`config.mk`:
```
export PLATFORM = sky130hd
export DESIGN_NAME = rx_deserializer
export DESIGN_NICKNAME = d
export VERILOG_FILES = /design/src/rtl/rx_pkg.sv /design/src/rtl/rx_bit_counter.sv /design/src/rtl/rx_deserializer.sv
export SDC_FILE = /design/constraint.sdc
export NUM_CORES = 1
export LEC_CHECK = 0
export ABC_AREA = 1
export CAP_MARGIN = 25
export CORE_MARGIN = 3
export CORE_UTILIZATION = 26
export CTS_CLUSTER_DIAMETER = 100
export DETAILED_ROUTE_END_ITERATION = 10
export GPL_TIMING_DRIVEN = 0
export PLACE_DENSITY = 0.56
export SYNTH_ARGS = -nofsm -noshare
export SYNTH_HDL_FRONTEND = slang
export SYNTH_SLANG_ARGS = --single-unit
```
`constraint.sdc`:
```
create_clock -name clk -period 3.4 [get_ports clk]
set_clock_uncertainty 0.05 [all_clocks]
set_input_delay 0.34 -clock clk [delete_from_list [all_inputs] [get_ports clk]]
set_output_delay 0.34 -clock clk [all_outputs]
set_load 0.05 [all_outputs]
```
`src/rtl/rx_pkg.sv`:
```
// rtl/rx_pkg.sv - shared FSM state type for the RX deserializer
package rx_pkg;

  typedef enum logic [1:0] {
    IDLE   = 2'd0,
    SHIFT  = 2'd1,
    PARITY = 2'd2
  } rx_state_t;

endpackage

```
`src/rtl/rx_bit_counter.sv`:
```
// rtl/rx_bit_counter.sv - frame bit counter, cleared by start, advanced by shift
// term flags the shift that brings the count to DATA_W.
module rx_bit_counter #(
  parameter int DATA_W = 8,
  localparam int CW = $clog2(DATA_W + 1)
) (
  input  logic clk,
  input  logic clr,
  input  logic start,
  input  logic shift,
  input  logic en,
  output logic term
);

  logic [CW-1:0] cnt;

  // A start coinciding with a shift already counts that bit as bit 0.
  always_ff @(posedge clk) begin
    if (clr) begin
      cnt <= '0;
    end else if (start) begin
      cnt <= shift ? CW'(1) : '0;
    end else if (en && shift) begin
      cnt <= cnt + CW'(1);
    end
  end

  assign term = en && shift && !start && (cnt == CW'(DATA_W - 1));

endmodule

```
`src/rtl/rx_deserializer.sv`:
```
// rtl/rx_deserializer.sv - framed serial-to-parallel receiver with valid/ready output
// Optional even-parity check is built when RX_PARITY_EN is defined.
module rx_deserializer
  import rx_pkg::*;
#(
  parameter int DATA_W    = 8,
  parameter bit MSB_FIRST = 1'b0
) (
  input  logic              clk,
  input  logic              clr,
  input  logic              start,
  input  logic              shift,
  input  logic              tx_data,
  output logic [DATA_W-1:0] shr,
  output logic [DATA_W-1:0] data_out,
  output logic              data_valid,
  input  logic              data_ready,
  output logic              overrun,
  output logic              parity_err
);

  rx_state_t         state;
  logic              term;
  logic              take;
  logic              frame_done;
  logic              load;
  logic              xfer;
  logic [DATA_W-1:0] shr_next;
  logic [DATA_W-1:0] word;

  rx_bit_counter #(.DATA_W(DATA_W)) u_cnt (
    .clk   (clk),
    .clr   (clr),
    .start (start),
    .shift (shift),
    .en    (state == SHIFT),
    .term  (term)
  );

  always_comb begin
    shr_next = MSB_FIRST ? {shr[DATA_W-2:0], tx_data} : {tx_data, shr[DATA_W-1:1]};
  end

  assign take = shift && (start || state == SHIFT);
  assign xfer = data_valid && data_ready;
  assign load = !data_valid || data_ready;

`ifdef RX_PARITY_EN
  localparam rx_state_t AFTER_DATA = PARITY;
  assign frame_done = (state == PARITY) && shift && !start;
  assign word       = shr;

  always_ff @(posedge clk) begin
    if (clr) begin
      parity_err <= 1'b0;
    end else if (frame_done && load) begin
      parity_err <= (^shr) ^ tx_data;
    end
  end
`else
  localparam rx_state_t AFTER_DATA = IDLE;
  assign frame_done = term;
  assign word       = shr_next;
  assign parity_err = 1'b0;
`endif

  always_ff @(posedge clk) begin
    if (clr) begin
      state      <= IDLE;
      shr        <= '0;
      data_out   <= '0;
      data_valid <= 1'b0;
      overrun    <= 1'b0;
    end else begin
      if (take) shr <= shr_next;

      if (start) begin
        state <= SHIFT;
      end else begin
        case (state)
          IDLE:    state <= IDLE;
          SHIFT:   if (term) state <= AFTER_DATA;
`ifdef RX_PARITY_EN
          PARITY:  if (shift) state <= IDLE;
`endif
          default: state <= IDLE;
        endcase
      end

      // A commit on the same edge as a transfer reloads rather than drops.
      if (frame_done) begin
        if (load) begin
          data_out   <= word;
          data_valid <= 1'b1;
        end else begin
          overrun <= 1'b1;
        end
      end else if (xfer) begin
        data_valid <= 1'b0;
      end
    end
  end

endmodule

```
-- After elaboration in Yosys (flattened, before gate mapping)
Cells that the tools add are included.
- input bits: 6
- memories: 0
- register bits: 23
- word-level logic and storage cells: 34
- bits in latches: 0
- bits in writable memories: 0
- ROM bits: 0
- output and inout bits: 19
- multiplexer cells: 9
- divide/modulo/power cells: 0
- $add $sub $neg: 1
- equal/unequal tests: 3
- multipliers: 0
- reduce and logical (&&, ||, !) cells: 14
- shift-type cells: 0
- bitwise operators: 1
- magnitude comparators: 0
- operator list (kind ; number):
    $mux W4 ; 2
    $mux W1 ; 7
    $reduce_and A2 Y1 ; 3
    $logic_and A1 B1 Y1 ; 5
    $add A4 B1 Y4 const B ; 1
    $eq A4 B3 Y1 const B ; 1
    $reduce_bool A2 Y1 ; 2
    $ne A3 B3 Y1 const B ; 1
    $logic_not A1 Y1 ; 2
    $logic_or A1 B1 Y1 ; 2
    $ne A2 B1 Y1 const B ; 1
    $not A1 Y1 ; 1

-- Longest topological paths before layout
Gate-level depths: netlist of the first run.
- depth after elaboration: 6
- gate-level depth with buffers: 7
- mapped depth without buffers: 7

-- Hierarchy
Synthesis of the first run repeated with hierarchy kept, for this count alone.
- cell total of the unflattened synthesis: 145
- area, all modules: 1042.2 sq um
- modules (own cells, without submodules) (module ; instances ; area an instance (sq um) ; cells an instance ; seq. area each (sq um)):
    rx_deserializer ; 1 ; 830.8 ; 113 ; 380.4
    rx_bit_counter ; 1 ; 211.5 ; 32 ; 80.1

-- Least setup slack after synthesis of the first run
OpenSTA, ideal clock, no wires.
- kind: reg2reg
- start: register data_valid
- end: register overrun
- path buffers: 1
- library setup time: 0.066 ns
- data required time: 3.284 ns
- slack: 2.068 ns
- arrival: 1.216 ns
- clock period less this slack: 1.332 ns
- stages on the path, launching flop included: 5
- cells stage by stage: dfxtp_1 -> nand2_1 -> buf_6 -> nand3b_4 -> a21oi_2
- word-level cells in the longest chain between the ends: 4
- ends and longest elaborated chain (item ; line ; RTL):
    start: declaration ; rx_deserializer.sv:16 ; output logic data_valid,
    start signal: assignment ; rx_deserializer.sv:72 ; data_valid <= 1'b0;
    start signal: assignment ; rx_deserializer.sv:94 ; data_valid <= 1'b1;
    start signal: assignment ; rx_deserializer.sv:99 ; data_valid <= 1'b0;
    $logic_not A1 Y1 ; rx_deserializer.sv:46 ; assign load = !data_valid || data_ready;
    $logic_or A1 B1 Y1 ; rx_deserializer.sv:46 ;
    $not A1 Y1 (no source line) ; - ;
    $reduce_and A2 Y1 (no source line) ; - ;
    end signal: assignment ; rx_deserializer.sv:73 ; overrun <= 1'b0;
    end signal: assignment ; rx_deserializer.sv:96 ; overrun <= 1'b1;
    end: declaration ; rx_deserializer.sv:18 ; output logic overrun,
No other way between the ends.
A chain may end at the register's enable or synchronous reset.

-- Worst setup path in the final report of the first run
- start: register shr[1]
- end: output shr[1]
- RTL lines (item ; line ; RTL):
    start: declaration ; rx_deserializer.sv:14 ; output logic [DATA_W-1:0] shr,
    start signal: assignment ; rx_deserializer.sv:75 ; if (take) shr <= shr_next;
No word-level cell between the ends.

==> flow_summary.json, run 1 <==
{
  "grt_antenna_before_repair": 0,
  "synth_top_family_by_area": "simple AND/OR/NAND/NOR gates",
  "wl_met2_um": 966,
  "critPathTopFamily": "buffers and inverters",
  "grt_pass1_wl_um": 3910,
  "synth.avg_cell_area_um2": 7.73,
  "powerDensity_nw_per_um2": 391,
  "status": "completed",
  "io_buffers": 23,
  "synthSimpleGateAreaFrac_pct": 24.1,
  "final.hold.worst_slack_ns": 0.409,
  "place_area_um2": 1350,
  "power.static_leakage_nw": 0.575,
  "ant_nets": 0,
  "die_w_um": 69.8,
  "numCtsBuffers": 3,
  "p_sw_w": 0.000157,
  "synth_area_um2": 1060,
  "utilization_pct": 36.7,
  "wl_met3_um": 134,
  "worstMarginPinSlew_ns": 0.502,
  "drt-total-wl_um": 2270,
  "ys_types": 22,
  "cts_resized": 0,
  "clockBufferDepth": 2,
  "wl_per_cell_um": 10.7,
  "critPathSlowestCell": "clkdlybuf4s50_1",
  "slew_violations": 0,
  "pin_count": 25,
  "cap_violations": 0,
  "cts_hold_buf": 0,
  "core_region_area_um2": 3800,
  "worstHoldPathCells": 2,
  "start_util_pct": 27.9,
  "rrSetupSlack_ns": 2.08,
  "grt_max_degree": 14,
  "combinationalPowerShare_pct": 15.5,
  "clk_latency_ns": 0.27,
  "stdcell_area_um2": 1400,
  "drt-met1-wl_um": 1120,
  "power.internal_w": 0.000389,
  "setup_viol": 0,
  "path_cells": "clkdlybuf4s50_1",
  "hpwlAfterDp_um": 1690,
  "critPathBufInv": 1,
  "first_global_vias": 857,
  "cp-start-kind": "register",
  "fin_crit_ns": 1.86,
  "critPathMaxStageDelay_ns": 0.82,
  "gr-total-overflow": 0,
  "drc_errors": 0,
  "total_power_w": 0.000546,
  "routed.top_layer": "met4",
  "hold_path_class": "reg2reg",
  "viasPerCell": 4.22,
  "synthAdderAreaFrac_pct": 1.18,
  "synth_fp_nets": 144,
  "multiInputGateArea_um2": 428,
  "nFillCells": 413,
  "synth_xor_area_share_pct": 0,
  "fin_tns_setup_ns": 0,
  "clk_pin_slew_ns": 0.08,
  "synth_compound_area_share_pct": 14.8,
  "place.gp.congestion": 0.741,
  "ys_ff_latch": 23,
  "diodes": 0,
  "drive_gt1_share_pct": 13.4,
  "htreeDepth": 1,
  "crit_required_ns": 3.01,
  "cts_setup_buffers": 0,
  "ys_seq_area_share_pct": 43.5,
  "critPathMaxFanout": 3,
  "synthToLayoutAreaGrowth_pct": 31.8,
  "period_share_pct": 54.6,
  "worstPathArrival_ns": 1.47,
  "endpoint_kind": "primary output",
  "clkSinkCount": 23,
  "clkPwrFrac_pct": 32.1,
  "dr.pass1.iters": 4,
  "power_frac_seq_pct": 52.4,
  "die_h_um": 69.8,
  "p_sw_share_pct": 28.7,
  "cp.depth": 1,
  "synthMuxAreaShare_pct": 0,
  "critPathKind": "reg2out",
  "dieArea_um2": 4870,
  "nets": 172,
  "vias": 895,
  "drtIter0Drc": 30,
  "reg2reg_depth": 7,
  "ir_drop_mv": 0.153,
  "grtUsageTotal_pct": 9.84,
  "synth_warnings": 0,
  "root_buffer": "clkbuf_8",
  "cts_tree": "done",
  "fmax_mhz": 539,
  "netlist_instances": 137,
  "max_slew_margin_pct": 66.4,
  "core.rowCount": 22,
  "regArea_um2": 460,
  "rsz0062_at_grt": "no",
  "timing.final.hold_violations": 0
}
==> cell usage after synthesis <==
library cell | count | share of area (%)
nand3_4 | 1 | 1.7
nor2_4 | 1 | 1.1
o21ai_0 | 10 | 4.7
ha_1 | 1 | 1.2
nand2_1 | 21 | 7.4
buf_4 | 1 | 0.71
a21oi_1 | 11 | 5.2
nand4_1 | 8 | 4.7
inv_1 | 30 | 11
nor2_1 | 10 | 3.5
dfxtp_1 | 23 | 43
nand3_1 | 2 | 0.95
a211oi_1 | 1 | 0.71
buf_6 | 4 | 4.3
a21oi_2 | 3 | 2.5
nor3_1 | 1 | 0.47
conb_1 | 1 | 0.35
buf_2 | 1 | 0.47
nand2_2 | 3 | 1.8
o21ai_2 | 2 | 1.7
nand3b_4 | 1 | 1.9
nor2_2 | 1 | 0.59
==> sequential cells by signal, indices dropped and copies added (netlist names) <==
name / count
data_out: 8
shr: 8
u_cnt.cnt: 4
data_valid: 1
overrun: 1
state: 1
==> metrics by stage <==
stage / instances / setup WS, ns
floorplan: 137 / 2.07
global placement: 208 / 1.65
detailed placement: 208 / 1.62
CTS: 212 / 1.53
global route: 212 / 1.50
finish: 212 / 1.54
==> area by class of cell <==
type	instances	area share, %
Buffer	6	4.13
Clock buffer	3	2.96
Clock inverter	1	0.359
Inverter	30	8.07
Multi-Input combinational cell	78	30.7
Sequential cell	23	33.0
Tap cell	48	4.30
Timing Repair Buffer	23	16.5
==> layer usage <==
metal / global-route usage, % / vias up
met5: 0 / -
li1: - / 480
met1: 13.1 / 386
met2: 14.6 / 24
met3: 2.32 / 5
met4: 5.11 / 0
==> power groups by stage <==
stage | registers (W) | logic (W) | clock network [W]
6_report | 0.000286 | 0.0000847 | 0.000175
4_1_cts | 0.000286 | 0.0000853 | 0.000181
3_3_place_gp | 0.000292 | 0.0000842 | 0
5_1_grt | 0.000287 | 0.0000908 | 0.000191
2_1_floorplan | 0.000316 | 0.0000304 | 0
3_5_place_dp | 0.000292 | 0.0000847 | 0
==> placed cells by master, fill, tap and decap left out, drive strengths merged <==
cell / n
conb: 1
nand4: 8
clkinv: 1
clkdlybuf4s50: 23
inv: 30
o21ai: 12
dfxtp: 23
a211oi: 1
nor3: 1
a21oi: 14
buf: 6
nand3b: 1
nand2: 24
nor2: 12
nand3: 3
ha: 1
clkbuf: 3
==> worst paths after layout <==
check,from,endpoint
worst max-delay path,shr[1],shr[1]
worst min-delay path,shr[0],shr[0]
worst max register to register,u_cnt.cnt[0],data_out[6]
worst min register to register,shr[0],shr[0]
==> cells by family after synthesis <==
kind of cell,after synthesis
AOI/OAI and AO/OA,27
adders and majority gates,1
buffers and inverters,36
DFF,23
other,1
and+or+nand+nor,49
(Power assumes the default switching activity.)
==> inputs of run 2 (changes only) <==
Settings changed: PLACE_DENSITY 0.56 to 0.58.
Clock period 3.4 ns to 1.55 ns, I/O delays scaled along.
==> run 2 against run 1 <==
Against the previous run: count of clock-buffer cells in the layout stayed put; worst hold slack worse by 0.014 ns; cell count unchanged; wire length is 7.5% lower; combinational power up 100%; utilization down 0.53 points; first-iteration DRC count shrank 30%; sequential share of layout area up 0.48 points; non-clock buffer count stayed put; worst setup slack got worse by 1.4 ns; total power up 120%; largest cell class unchanged; largest power group unchanged.
==> flow_summary.json, run 2 (synthesis results as in run 1) <==
{
  "io_buffers": 23,
  "cp.depth": 1,
  "die_w_um": 69.8,
  "min_from": "shr[0]",
  "cp-start-kind": "register",
  "start_util_pct": 27.9,
  "path_cells": "dlygate4sd2_1",
  "nets": 172,
  "critPathMaxFanout": 3,
  "reg2reg_depth": 7,
  "utilization_pct": 36.2,
  "place.gp.congestion": 0.736,
  "pre_cts_slack_ns": -0.0334,
  "core_region_area_um2": 3800,
  "die_h_um": 69.8,
  "dieArea_um2": 4870,
  "critPathTopFamily": "buffers and inverters",
  "fin_crit_ns": 1.39,
  "cap_violations": 0,
  "pin_count": 25,
  "worst_slack_ns": 0.156,
  "drc_errors": 0,
  "worstPathArrival_ns": 1.19,
  "core.rowCount": 22,
  "numCtsBuffers": 3,
  "hpwlAfterDp_um": 1640,
  "critPathKind": "reg2out",
  "clockBufferDepth": 2,
  "critPathBufInv": 1,
  "ir_drop_mv": 0.290,
  "wl_per_cell_um": 9.89,
  "crit_start": "shr[7]",
  "grt_antenna_before_repair": 0,
  "r2r-start": "u_cnt.cnt[1]",
  "diodes": 0,
  "period_share_pct": 89.9,
  "cts_setup_buffers": 0,
  "viasPerCell": 4.19,
  "timing.final.hold_violations": 0,
  "setup_viol": 0,
  "grt-busiest-layer": "met2",
  "cts_hold_buf": 0,
  "place_area_um2": 1350,
  "clk_pin_slew_ns": 0.08,
  "grtUsageMet3_pct": 1.30,
  "powerDensity_nw_per_um2": 856,
  "status": "completed",
  "endpoint": "shr[7]",
  "cts_resized": 18,
  "gr-total-overflow": 0,
  "htreeDepth": 1,
  "grt_util_met2_pct": 13.6,
  "crit_required_ns": 1.34,
  "grt_max_degree": 15,
  "critPathSlowestCell": "dlygate4sd2_1",
  "drtIter0Drc": 21,
  "final_cell_mix": "inv_1, dfxtp_1, nand2_1, dlygate4sd2_1, a21oi_1",
  "dr.pass1.iters": 4,
  "endpoint_kind": "primary output",
  "rrSetupSlack_ns": 0.21,
  "grt_pass1_wl_um": 3540,
  "cts_tree": "done",
  "grt.met1_usage_pct": 11.1,
  "hold_path_class": "reg2reg",
  "drt-total-wl_um": 2100,
  "critPathMaxStageDelay_ns": 0.55,
  "synthToLayoutAreaGrowth_pct": 29.9,
  "clk_latency_ns": 0.27,
  "ant_nets": 0,
  "rsz0062_at_grt": "no",
  "final.hold.worst_slack_ns": 0.395,
  "power.static_leakage_nw": 0.649,
  "r2r_end": "data_out[5]",
  "drive_gt1_share_pct": 13.4,
  "fmax_mhz": 717,
  "fin_tns_setup_ns": 0,
  "stdcell_area_um2": 1380,
  "vias": 889,
  "root_buffer": "clkbuf_8",
  "layout_commonest_cell": "inv_1",
  "reg_top3": "data_out (8), shr (8), u_cnt.cnt (4)",
  "grtUsageTotal_pct": 8.93,
  "nFillCells": 409,
  "slew_violations": 0,
  "first_global_vias": 782,
  "clkSinkCount": 23
}
run 2: cell count changes in the layout (fill, tap and decap cells not counted):
cell and delta:
clkdlybuf4s50_1 -18, clkinvlp_4 +1, dlygate4sd2_1 +18, clkinv_2 -1
run 2: where the power goes:
part	switching, W	total (W)	internal (W)
registers	0.0000146	0.000625	0.000610
clock network	0.000198	0.000380	0.000182
logic	0.000120	0.000172	0.0000525
total	0.000332	0.00118	0.000845
run 2: layer usage:
layer / vias to the layer above / routed length [um]
li1: 481 / -
met5: - / 0
met1: 386 / 1010
met2: 17 / 927
met4: 0 / 74
met3: 5 / 82
run 2: through the flow:
stage	total power, W	instances
5_1_grt	0.00124	212
6_report	0.00118	212
3_5_place_dp	0.000824	208
4_1_cts	0.00121	212
2_1_floorplan	0.000759	137
3_3_place_gp	0.000823	208
run 2: worst min-delay path by stage:
stage | depth (start not counted) | endpoint
final | 2 | shr[0]
after CTS | 2 | shr[0]
after global routing | 2 | overrun
after detailed placement | 2 | shr[0]
after floorplan | 1 | overrun
after global placement | 2 | shr[0]
run 2: cell type report:
type,count,area (um2),area share [%]
buffer,6,57.6,4.19
clock buffer,3,41.3,3.00
clock inverter,1,7.51,0.546
inverter,30,113,8.19
multi-input combinational,78,428,31.1
sequential,23,460,33.5
tap,48,60.1,4.37
timing repair buffer,23,208,15.1
==> inputs of run 3 (changes only) <==
Settings changed: CORE_UTILIZATION 26 to 35, PLACE_DENSITY 0.58 to 0.69.
Clock period 1.55 ns to 1.65 ns, I/O delays scaled along.
==> run 3 against run 2 <==
Against the previous run: clock power is 32% lower; critical endpoint unchanged; highest routed layer unchanged; worst setup slack better by 0.042 ns; wire length is 1.6% higher; critical path type unchanged; total power is 14% lower.
==> flow_summary.json, run 3 (synthesis results as in run 1) <==
{
  "wl_per_cell_um": 10.9,
  "setup_viol": 0,
  "critPathKind": "reg2out",
  "critPathTopFamily": "buffers and inverters",
  "drt-total-wl_um": 2130,
  "drive_gt1_share_pct": 13.4,
  "status": "completed",
  "gr-total-overflow": 0,
  "cp-start-kind": "register",
  "endpoint_kind": "primary output",
  "pin_count": 25,
  "stdcell_area_um2": 1330,
  "cts_tree": "done",
  "crit_required_ns": 1.43,
  "place.gp.congestion": 0.801,
  "drc_errors": 0,
  "clk_pin_slew_ns": 0.12,
  "grt_max_degree": 14,
  "critPathMaxFanout": 3,
  "htreeDepth": 1,
  "layout_commonest_cell": "inv_1",
  "hold_path_class": "reg2reg",
  "grtUsageTotal_pct": 13.0,
  "core_region_area_um2": 2830,
  "vias": 909,
  "ir_drop_mv": 0.479,
  "start_util_pct": 37.4,
  "ant_nets": 0,
  "numCtsBuffers": 3,
  "die_w_um": 61.0,
  "diodes": 0,
  "fin_tns_setup_ns": 0,
  "nFillCells": 296,
  "multiInputGateArea_um2": 428,
  "min_from": "shr[0]",
  "crit_start": "shr[7]",
  "dieArea_um2": 3720,
  "clockBufferDepth": 2,
  "fmax_mhz": 689,
  "powerDensity_nw_per_um2": 759,
  "total_power_w": 0.00101,
  "power.static_leakage_nw": 0.645,
  "final-instance-count-excl-fill": 195,
  "viasPerCell": 4.66,
  "cap_violations": 0,
  "critPathBufInv": 1,
  "reg_top3": "data_out (8), shr (8), u_cnt.cnt (4)",
  "utilization_pct": 47.1,
  "clk_latency_ns": 0.31,
  "dpl.cell_count": 191,
  "rsz0062_at_grt": "no",
  "first_global_vias": 837,
  "period_share_pct": 88.0,
  "dr.pass1.iters": 4,
  "final_cell_mix": "inv_1, dfxtp_1, nand2_1, dlygate4sd2_1, a21oi_1",
  "grt_pass1_wl_um": 3580,
  "core.rowCount": 19,
  "nets": 172,
  "fin_crit_ns": 1.45,
  "die_h_um": 61.0,
  "worstPathArrival_ns": 1.24,
  "synthToLayoutAreaGrowth_pct": 25.9,
  "critPathMaxStageDelay_ns": 0.54,
  "critPathSlowestCell": "dlygate4sd2_1",
  "io_buffers": 23,
  "slew_violations": 0,
  "clkSinkCount": 23,
  "timing.final.hold_violations": 0,
  "path_cells": "dlygate4sd2_1",
  "place_area_um2": 1330,
  "cts_hold_buf": 0,
  "drtIter0Drc": 28,
  "hpwlAfterDp_um": 1610,
  "grt_antenna_before_repair": 0,
  "r2r-start": "u_cnt.cnt[1]",
  "root_buffer": "clkbuf_4",
  "regArea_um2": 460
}
run 3: cell types whose count changed in the layout (fill, tap and decap cells not counted), sizes merged:
cell	change
clkinv	+1
clkinvlp	-1
run 3: worst paths after layout:
check | cells past startpoint | slack, ns | endpoint
max | 1 | 0.20 | shr[7]
min | 2 | 0.41 | shr[0]
max reg2reg | 7 | 0.27 | data_out[0]
min reg2reg | 2 | 0.41 | shr[0]
run 3: cell type report:
type	instances	area share (%)
Multi-Input combinational cell	78	32.1
Tap cell	31	2.91
Clock inverter	1	0.376
Sequential cell	23	34.6
Clock buffer	3	1.69
Inverter	30	8.45
Buffer	6	4.32
Timing Repair Buffer	23	15.6
run 3: routing by layer:
metal	vias to the layer above	global-route usage (%)	part of all wire, %
met5	-	0	0
met4	0	7.12	1.9
met3	5	2.77	3.8
met2	25	20.9	47
met1	399	16.1	47
li1	480	-	-
run 3: power by group:
| group | internal (W) | leakage, nW | switching (W) |
|---|---|---|---|
| combinational | 0.0000494 | 0.440 | 0.000116 |
| clock | 0.0000906 | 0.0177 | 0.000169 |
| sequential | 0.000574 | 0.187 | 0.0000130 |
| total | 0.000714 | 0.645 | 0.000298 |
run 3: worst min-delay path, stage by stage (launching register included):
cell and delay (ns):
dfxtp_1 0.33, inv_1 0.04, a21oi_1 0.05
run 3: repair_timing:
action / 4_1_cts / 5_1_grt
setup endpoints to repair: 18 / 0
resized for setup: 18 / 0
setup buffers: 0 / 0
run 3: through the flow:
step / setup slack (ns) / hold slack, ns
floorplan: 0.318 / 0.177
global placement: 0.107 / 0.385
detailed placement: 0.0760 / 0.387
CTS: 0.178 / 0.409
global route: 0.120 / 0.423
finish: 0.198 / 0.406
